`config.mk`:
```
export PLATFORM = sky130hd
export DESIGN_NAME = gf2_poly_divider
export DESIGN_NICKNAME = d
export VERILOG_FILES = /design/src/rtl/gf2_poly_divider.sv
export SDC_FILE = /design/constraint.sdc
export NUM_CORES = 1
export LEC_CHECK = 0
export CORE_MARGIN = 4
export CORE_UTILIZATION = 35
export DETAILED_ROUTE_END_ITERATION = 10
export REMOVE_ABC_BUFFERS = 1
export SKIP_CTS_REPAIR_TIMING = 1
export SLEW_MARGIN = 20
export SYNTH_ARGS = -nofsm -noshare
export SYNTH_HDL_FRONTEND = slang
export SYNTH_SLANG_ARGS = --single-unit
```
`constraint.sdc`:
```
create_clock -name clk -period 3.44 [get_ports clk]
set_clock_uncertainty 0.1 [all_clocks]
set_input_delay 0.688 -clock clk [delete_from_list [all_inputs] [get_ports clk]]
set_output_delay 0.688 -clock clk [all_outputs]
set_load 0.005 [all_outputs]
```
`src/rtl/gf2_poly_divider.sv`:
```
// gf2_poly_divider
// Bit-serial carry-less (GF(2)) polynomial long divider. Divides a (2N-1)-bit
// product-width dividend by an N-bit divisor, one dividend bit per clock, MSB
// first, so that dividend = quotient * divisor XOR remainder with
// deg(remainder) < deg(divisor).
//
// Ports:
//   clk        rising-edge clock
//   rst        synchronous, active-high reset
//   start      request, accepted only while idle
//   dividend   2N-1 bit dividend (bit i = x^i), sampled on an accepted start
//   divisor    N bit divisor, sampled on an accepted start
//   busy       high whenever a division is in flight or completing
//   done       one-cycle pulse, results valid
//   div_err    set with done when the divisor is zero
//   quotient   2N-1 bit quotient, held until the next result
//   remainder  N-1 bit remainder, held until the next result

module gf2_poly_divider #(
   parameter int unsigned N = 4
) (
   input  logic           clk,
   input  logic           rst,
   input  logic           start,
   input  logic [2*N-2:0] dividend,
   input  logic [N-1:0]   divisor,
   output logic           busy,
   output logic           done,
   output logic           div_err,
   output logic [2*N-2:0] quotient,
   output logic [N-2:0]   remainder
);

   localparam int unsigned DW  = 2 * N - 1;
   localparam int unsigned KW  = $clog2(DW);
   localparam int unsigned DGW = (N > 1) ? $clog2(N) : 1;

   typedef enum logic [1:0] {
      StIdle,
      StRun,
      StDone
   } state_e;

   state_e r_state;
   state_e w_state_next;

   logic [DW-1:0]  r_dvd;        // dividend shift register, MSB consumed first
   logic [N-2:0]   r_div;        // divisor bits below the leading term
   logic [DGW-1:0] r_dg;         // degree of the divisor
   logic [N-2:0]   r_rem;        // partial remainder
   logic [DW-1:0]  r_quo;        // quotient being assembled
   logic [KW-1:0]  r_k;          // index of the dividend bit being consumed
   logic [DW-1:0]  r_quotient;
   logic [N-2:0]   r_remainder;
   logic           r_div_err;

   logic           w_accept;
   logic           w_div_zero;
   logic [DGW-1:0] w_dg;
   logic [N-1:0]   w_shift;
   logic           w_qbit;
   logic [N-2:0]   w_rem_next;
   logic [DW-1:0]  w_quo_next;
   logic           w_last;

   assign w_accept   = (r_state == StIdle) && start;
   assign w_div_zero = (divisor == '0);
   assign w_last     = (r_k == '0);

   // Priority encoder: index of the highest set divisor bit.
   always_comb begin
      w_dg = '0;
      for (int i = 0; i < int'(N); i++) begin
         if (divisor[i]) begin
            w_dg = DGW'(i);
         end
      end
   end

   // One long-division step. The divisor's leading term always cancels bit dg
   // of the shifted remainder and everything above dg is zero, so only the
   // divisor bits below its top position ever need to be XORed in.
   assign w_shift    = {r_rem, r_dvd[DW-1]};
   assign w_qbit     = w_shift[r_dg];
   assign w_rem_next = w_shift[N-2:0] ^ (w_qbit ? r_div : '0);
   assign w_quo_next = {r_quo[DW-2:0], w_qbit};

   always_ff @(posedge clk) begin
      if (rst) begin
         r_state <= StIdle;
      end else begin
         r_state <= w_state_next;
      end
   end

   always_comb begin
      w_state_next = r_state;
      unique case (r_state)
         StIdle: begin
            if (start) begin
               w_state_next = w_div_zero ? StDone : StRun;
            end
         end
         StRun: begin
            if (w_last) begin
               w_state_next = StDone;
            end
         end
         StDone: w_state_next = StIdle;
         default: w_state_next = StIdle;
      endcase
   end

   always_ff @(posedge clk) begin
      if (rst) begin
         r_dvd       <= '0;
         r_div       <= '0;
         r_dg        <= '0;
         r_rem       <= '0;
         r_quo       <= '0;
         r_k         <= '0;
         r_quotient  <= '0;
         r_remainder <= '0;
         r_div_err   <= 1'b0;
      end else if (w_accept) begin
         if (w_div_zero) begin
            r_div_err   <= 1'b1;
            r_quotient  <= '0;
            r_remainder <= '0;
         end else begin
            r_div_err <= 1'b0;
            r_dvd     <= dividend;
            r_div     <= divisor[N-2:0];
            r_dg      <= w_dg;
            r_rem     <= '0;
            r_quo     <= '0;
            r_k       <= KW'(DW - 1);
         end
      end else if (r_state == StRun) begin
         r_dvd <= {r_dvd[DW-2:0], 1'b0};
         r_rem <= w_rem_next;
         r_quo <= w_quo_next;
         if (w_last) begin
            // Publish only at the end so outputs stay frozen during RUN.
            r_quotient  <= w_quo_next;
            r_remainder <= w_rem_next;
         end else begin
            r_k <= r_k - KW'(1);
         end
      end
   end

   assign busy      = (r_state != StIdle);
   assign done      = (r_state == StDone);
   assign div_err   = r_div_err;
   assign quotient  = r_quotient;
   assign remainder = r_remainder;

endmodule
```
Word level (Yosys, flattened, before mapping):

Index checks and enable logic that the tools add are counted.

* input bits: 14
* output and inout port bits: 13
* logic and storage cells: 65
* flip-flop bits (word level): 37

* $add $sub $neg: 1
* muxes and demuxes: 32
* eq/ne operators: 7
* order comparisons: 1
* bitwise gates (word level): 2
* reductions and logical operators: 12

Operators by type and width (count)
* $mux W7: 7
* $mux W3: 12
* $mux W6: 3
* $mux W2: 5
* $ne A2 B2 Y1 const B: 4
* $reduce_and A2 Y1: 3
* $reduce_and A3 Y1: 2
* $reduce_bool A2 Y1: 3
* $logic_not A4 Y1: 1
* $pmux W2 S2: 1
* $logic_not A3 Y1: 1
* $lt A2 B3 Y1 const B: 1
* $mux W1: 3
* $sub A3 B1 Y3 const B: 1
* $xor A3 B3 Y3: 1
* $bmux W1 S2: 1
* $eq A2 B1 Y1 const B: 1
* $eq A2 B2 Y1 const B: 1
* $logic_not A2 Y1: 1
* $ne A2 B1 Y1 const B: 1
* $logic_and A1 B1 Y1: 1
* $not A1 Y1: 1

Depth between registers and ports, before layout:

* depth in word-level cells: 7
* gate-level depth with buffers: 8
* depth with buffers taken out: 6

Least setup slack after synthesis:

Ideal clock, no wire load.

* kind: input-to-reg
* from: in divisor[2]
* to: reg r_remainder[0], in the netlist remainder[0]
* library setup time: 0.117 ns
* required time: 3.223 ns
* path buffers: 1
* path slack: 1.620 ns
* stages: 4
* arrival: 1.602 ns
* cells stage by stage: nor4_4 > a21oi_1 > buf_2 > a32o_1

* longest elaborated chain between the ends: 3

RTL lines
* start, declared: RTL line 26 `input logic [N-1:0] divisor,`
* $logic_not A4 Y1: RTL line 67 `assign w_div_zero = (divisor == '0);`
* $ne A2 B1 Y1 (no line)
* $reduce_and A3 Y1 (no line)
* end signal, assigned: RTL line 146 `r_remainder <= w_rem_next;`
* end, declared: RTL line 54 `logic [N-2:0] r_remainder;`

No other way between the ends.
A chain may end at the register's enable or synchronous reset.

Worst setup path in the final report:

* from: in start
* to: reg r_quotient[0], in the netlist quotient[0]

* longest elaborated chain between the ends: 3
* elaborated cells on any way between the ends: 6
* those cells by class: 1 x eq/ne; 1 x mux; 4 x reduce/logical

RTL lines
* start, declared: RTL line 24 `input logic start,`
* $logic_and A1 B1 Y1 *: RTL line 66 `assign w_accept = (r_state == StIdle) && start;`
* $ne A2 B1 Y1 (no line) / $reduce_bool A2 Y1 (equally long branches)
* $reduce_and A3 Y1 (no line)
* end signal, assigned: RTL line 145 `r_quotient <= w_quo_next;`
* end, declared: RTL line 53 `logic [DW-1:0] r_quotient;`

Every way passes the cells marked *; elsewhere a longest branch is shown, timed or not.

==> results.sh <==
export IMPL_run_status="finished clean"
export IMPL_drt_iter0_markers=62
export IMPL_hold_path_class="flop to flop"
export IMPL_fin_util_pct=45.7
export IMPL_critPathCaptureType="flop"
export IMPL_seqPwrFrac_pct=49.1
export IMPL_grt_pass1_wl_um=6490
export IMPL_cts_buffer_depth=2
export IMPL_final_cell_mix="dfxtp_1, clkdlybuf4s50_1, nor2_1, nand2_1, a22oi_1"
export IMPL_maxCapViolations=0
export IMPL_leakagePower_nw=0.741
export IMPL_syn_inst=182
export IMPL_ys_flop_type="dfxtp_1"
export IMPL_cp_cell_sequence="clkdlybuf4s50_1 > nor3b_1 > buf_4 > a21oi_1 > o2bb2a_1 > nor2_1"
export IMPL_p_switching_mw=0.264
export IMPL_cp_start_kind="primary input"
export IMPL_initial_utilization_pct=37.1
export IMPL_worst_slack_ns=1.01
export IMPL_pin_count=27
export IMPL_numCtsBuffers=5
export IMPL_whs_ns=0.355
export IMPL_fin_area_sq_um=2050
export IMPL_worst_hold_startpoint="div_err"
export IMPL_io_buffer_count=26
export IMPL_layout_drive_gt1_share_pct=8.65
export IMPL_syn_area_per_cell_sq_um=9.11
export IMPL_clkPwrFrac_pct=34.5
export IMPL_drtAntennaViolNets=0
export IMPL_period_needed_ns=2.43
export IMPL_crit_buf_inv=2
export IMPL_cp_max_fo=13
export IMPL_insertion_delay_ns=0.29
export IMPL_synth_edff_count=0
export IMPL_gp_congestion=0.763
export IMPL_antennaDiodeCount=0
export IMPL_cp_arrival_ns=2.54
export IMPL_first_pass_iters=4
export IMPL_min_path_cells=2
export IMPL_vias=1393
export IMPL_fillCellCount=444
export IMPL_cts_tree="done"
export IMPL_cpMaxStageDelayCell="a21oi_1"
export IMPL_fin_tns_setup_ns=0
export IMPL_fin_crit_sh_pct=70.5
export IMPL_rr_worst_depth=6
export IMPL_routedWlPerCell_um=13.9
export IMPL_clock_sink_count=37
export IMPL_root_buffer="clkbuf_8"
export IMPL_worstSetupPathType="primary input to flop"
export IMPL_instances_no_fill=260
export IMPL_gr_total_overflow=0
export IMPL_grt_pass1_vias=1335
export IMPL_slowest_delay_ns=0.69
export IMPL_via_per_inst=5.36
export IMPL_critPathLaunch="start"
export IMPL_post_place_ws_ns=0.714
export IMPL_clkTransAtPathRegs_ns=0.07
export IMPL_ys_async_sr_fraction_pct=0
export IMPL_synth_area_sq_um=1660
export IMPL_grt_util_all_layers_pct=13.5
export IMPL_postRouteWirelength_um=3620
export IMPL_grt_max_degree=21
export IMPL_swShare_pct=27.2
export IMPL_power_density_nw_per_um2=476
export IMPL_place_inst=252
export IMPL_area_delta_synth_final_pct=23.4
export IMPL_dp_hpwl_um=2630
export IMPL_crit_required_ns=3.56
export IMPL_die_width_um=76.8
export IMPL_slew_headroom_pct=41.4
export IMPL_p_total_mw=0.973
export IMPL_ys_seq_area_share_pct=44.7
export IMPL_antenna_found_initial=0
export IMPL_finalHoldViolations=0
export IMPL_max_freq_mhz=412
export IMPL_finalMaxSlewViolations=0
export IMPL_fp_dieArea_sq_um=5900
export IMPL_p_comb_share_pct=16.4
export IMPL_critPathTopFamily="compound AO/OA/AOI/OAI gates"
export IMPL_coreArea_sq_um=4470
export IMPL_num_rows=24
export IMPL_ir_drop_v=0.000234
export IMPL_h_tree_depth=2
export IMPL_timing_rr_start="r_k[0]"
export IMPL_placed_area_sq_um=1940
export IMPL_num_nets_final=223
export IMPL_p_int_mw=0.709
export IMPL_ys_ff_latch=37
export IMPL_yosysUniqueCellTypes=42
export IMPL_setup_viol=0
export IMPL_final_common_cell="dfxtp_1"
export IMPL_die_h_um=76.8
export IMPL_yosys_warnings=0
export IMPL_path_depth=6
export IMPL_grt_setup_unrepaired="no"
export IMPL_worstMarginPinSlew_ns=0.879
export IMPL_drc=0
-- logic make-up after synthesis --
logic type | Yosys count | synth area share (%)
compound gates | 45 | 21.4
fa+ha+maj | 2 | 1.51
buf+inv | 16 | 4.83
flops | 37 | 44.7
mux | 5 | 3.17
simple gates | 77 | 24.5
-- routing by layer --
layer / share of wire (%) / vias up / track usage, %
met2: 47 / 21 / 20.4
li1: - / 708 / -
met5: 0 / - / 0
met4: 0.99 / 0 / 4.89
met3: 3.4 / 4 / 4.10
met1: 49 / 660 / 18.0
-- power groups by stage --
stage	Sequential (mW)	Clock (mW)	Combinational, mW
2_1_floorplan	0.480	0	0.103
3_5_place_dp	0.487	0	0.161
3_3_place_gp	0.487	0	0.160
5_1_grt	0.482	0.369	0.182
6_report	0.477	0.336	0.160
4_1_cts	0.477	0.348	0.162
-- flip-flops by register name, summed over array words and instances, names as in the netlist --
register and cells:
r_state 2, r_rem 3, r_k 3, r_dg 2, div_err 1, r_quo 6
r_div 3, r_dvd 7, remainder 3, quotient 7
-- worst paths after layout --
| kind | end | slack [ns] |
|---|---|---|
| hold reg to reg | div_err | 0.36 |
| setup / recovery | quotient[0] | 1.01 |
| hold / removal | div_err | 0.36 |
| setup reg to reg | quotient[0] | 1.26 |
-- Yosys cell counts, drive strengths merged (2+ instances only) --
cell / count / area [sq um]
nand4: 3 / 18.8
mux2i: 3 / 30.0
ha: 2 / 25.0
o2bb2ai: 2 / 17.5
a32o: 2 / 20.0
buf: 6 / 41.3
nand3: 5 / 25.0
nor2b: 7 / 43.8
o21ai: 2 / 10.0
inv: 6 / 22.5
nor2: 26 / 105
a22o: 7 / 61.3
nand2: 19 / 71.3
nand2b: 4 / 25.0
a22oi: 9 / 67.6
clkbuf: 4 / 16.3
mux2: 2 / 22.5
a21oi: 9 / 48.8
o22ai: 2 / 26.3
dfxtp: 37 / 741
nand4b: 3 / 26.3
nor3: 2 / 10.0
a311oi: 7 / 61.3
-- worst reg2reg max path, stage by stage, from the launching register on --
cell      delay, ns
dfxtp_1        0.33
inv_1          0.07
ha_1           0.21
and4bb_2       0.30
a21oi_1        0.70
o2bb2a_1       0.31
nor2_1         0.09
-- area by class of cell --
cell class | instances | area (sq um) | area share, %
clock inverter | 1 | 8.76 | 0.428
multi-input combinational | 129 | 837 | 40.9
sequential | 37 | 741 | 36.2
tap | 52 | 65.1 | 3.18
inverter | 6 | 22.5 | 1.10
clock buffer | 7 | 96.3 | 4.71
timing repair buffer | 28 | 275 | 13.5
Note: power is estimated with default switching activity, not from simulation.
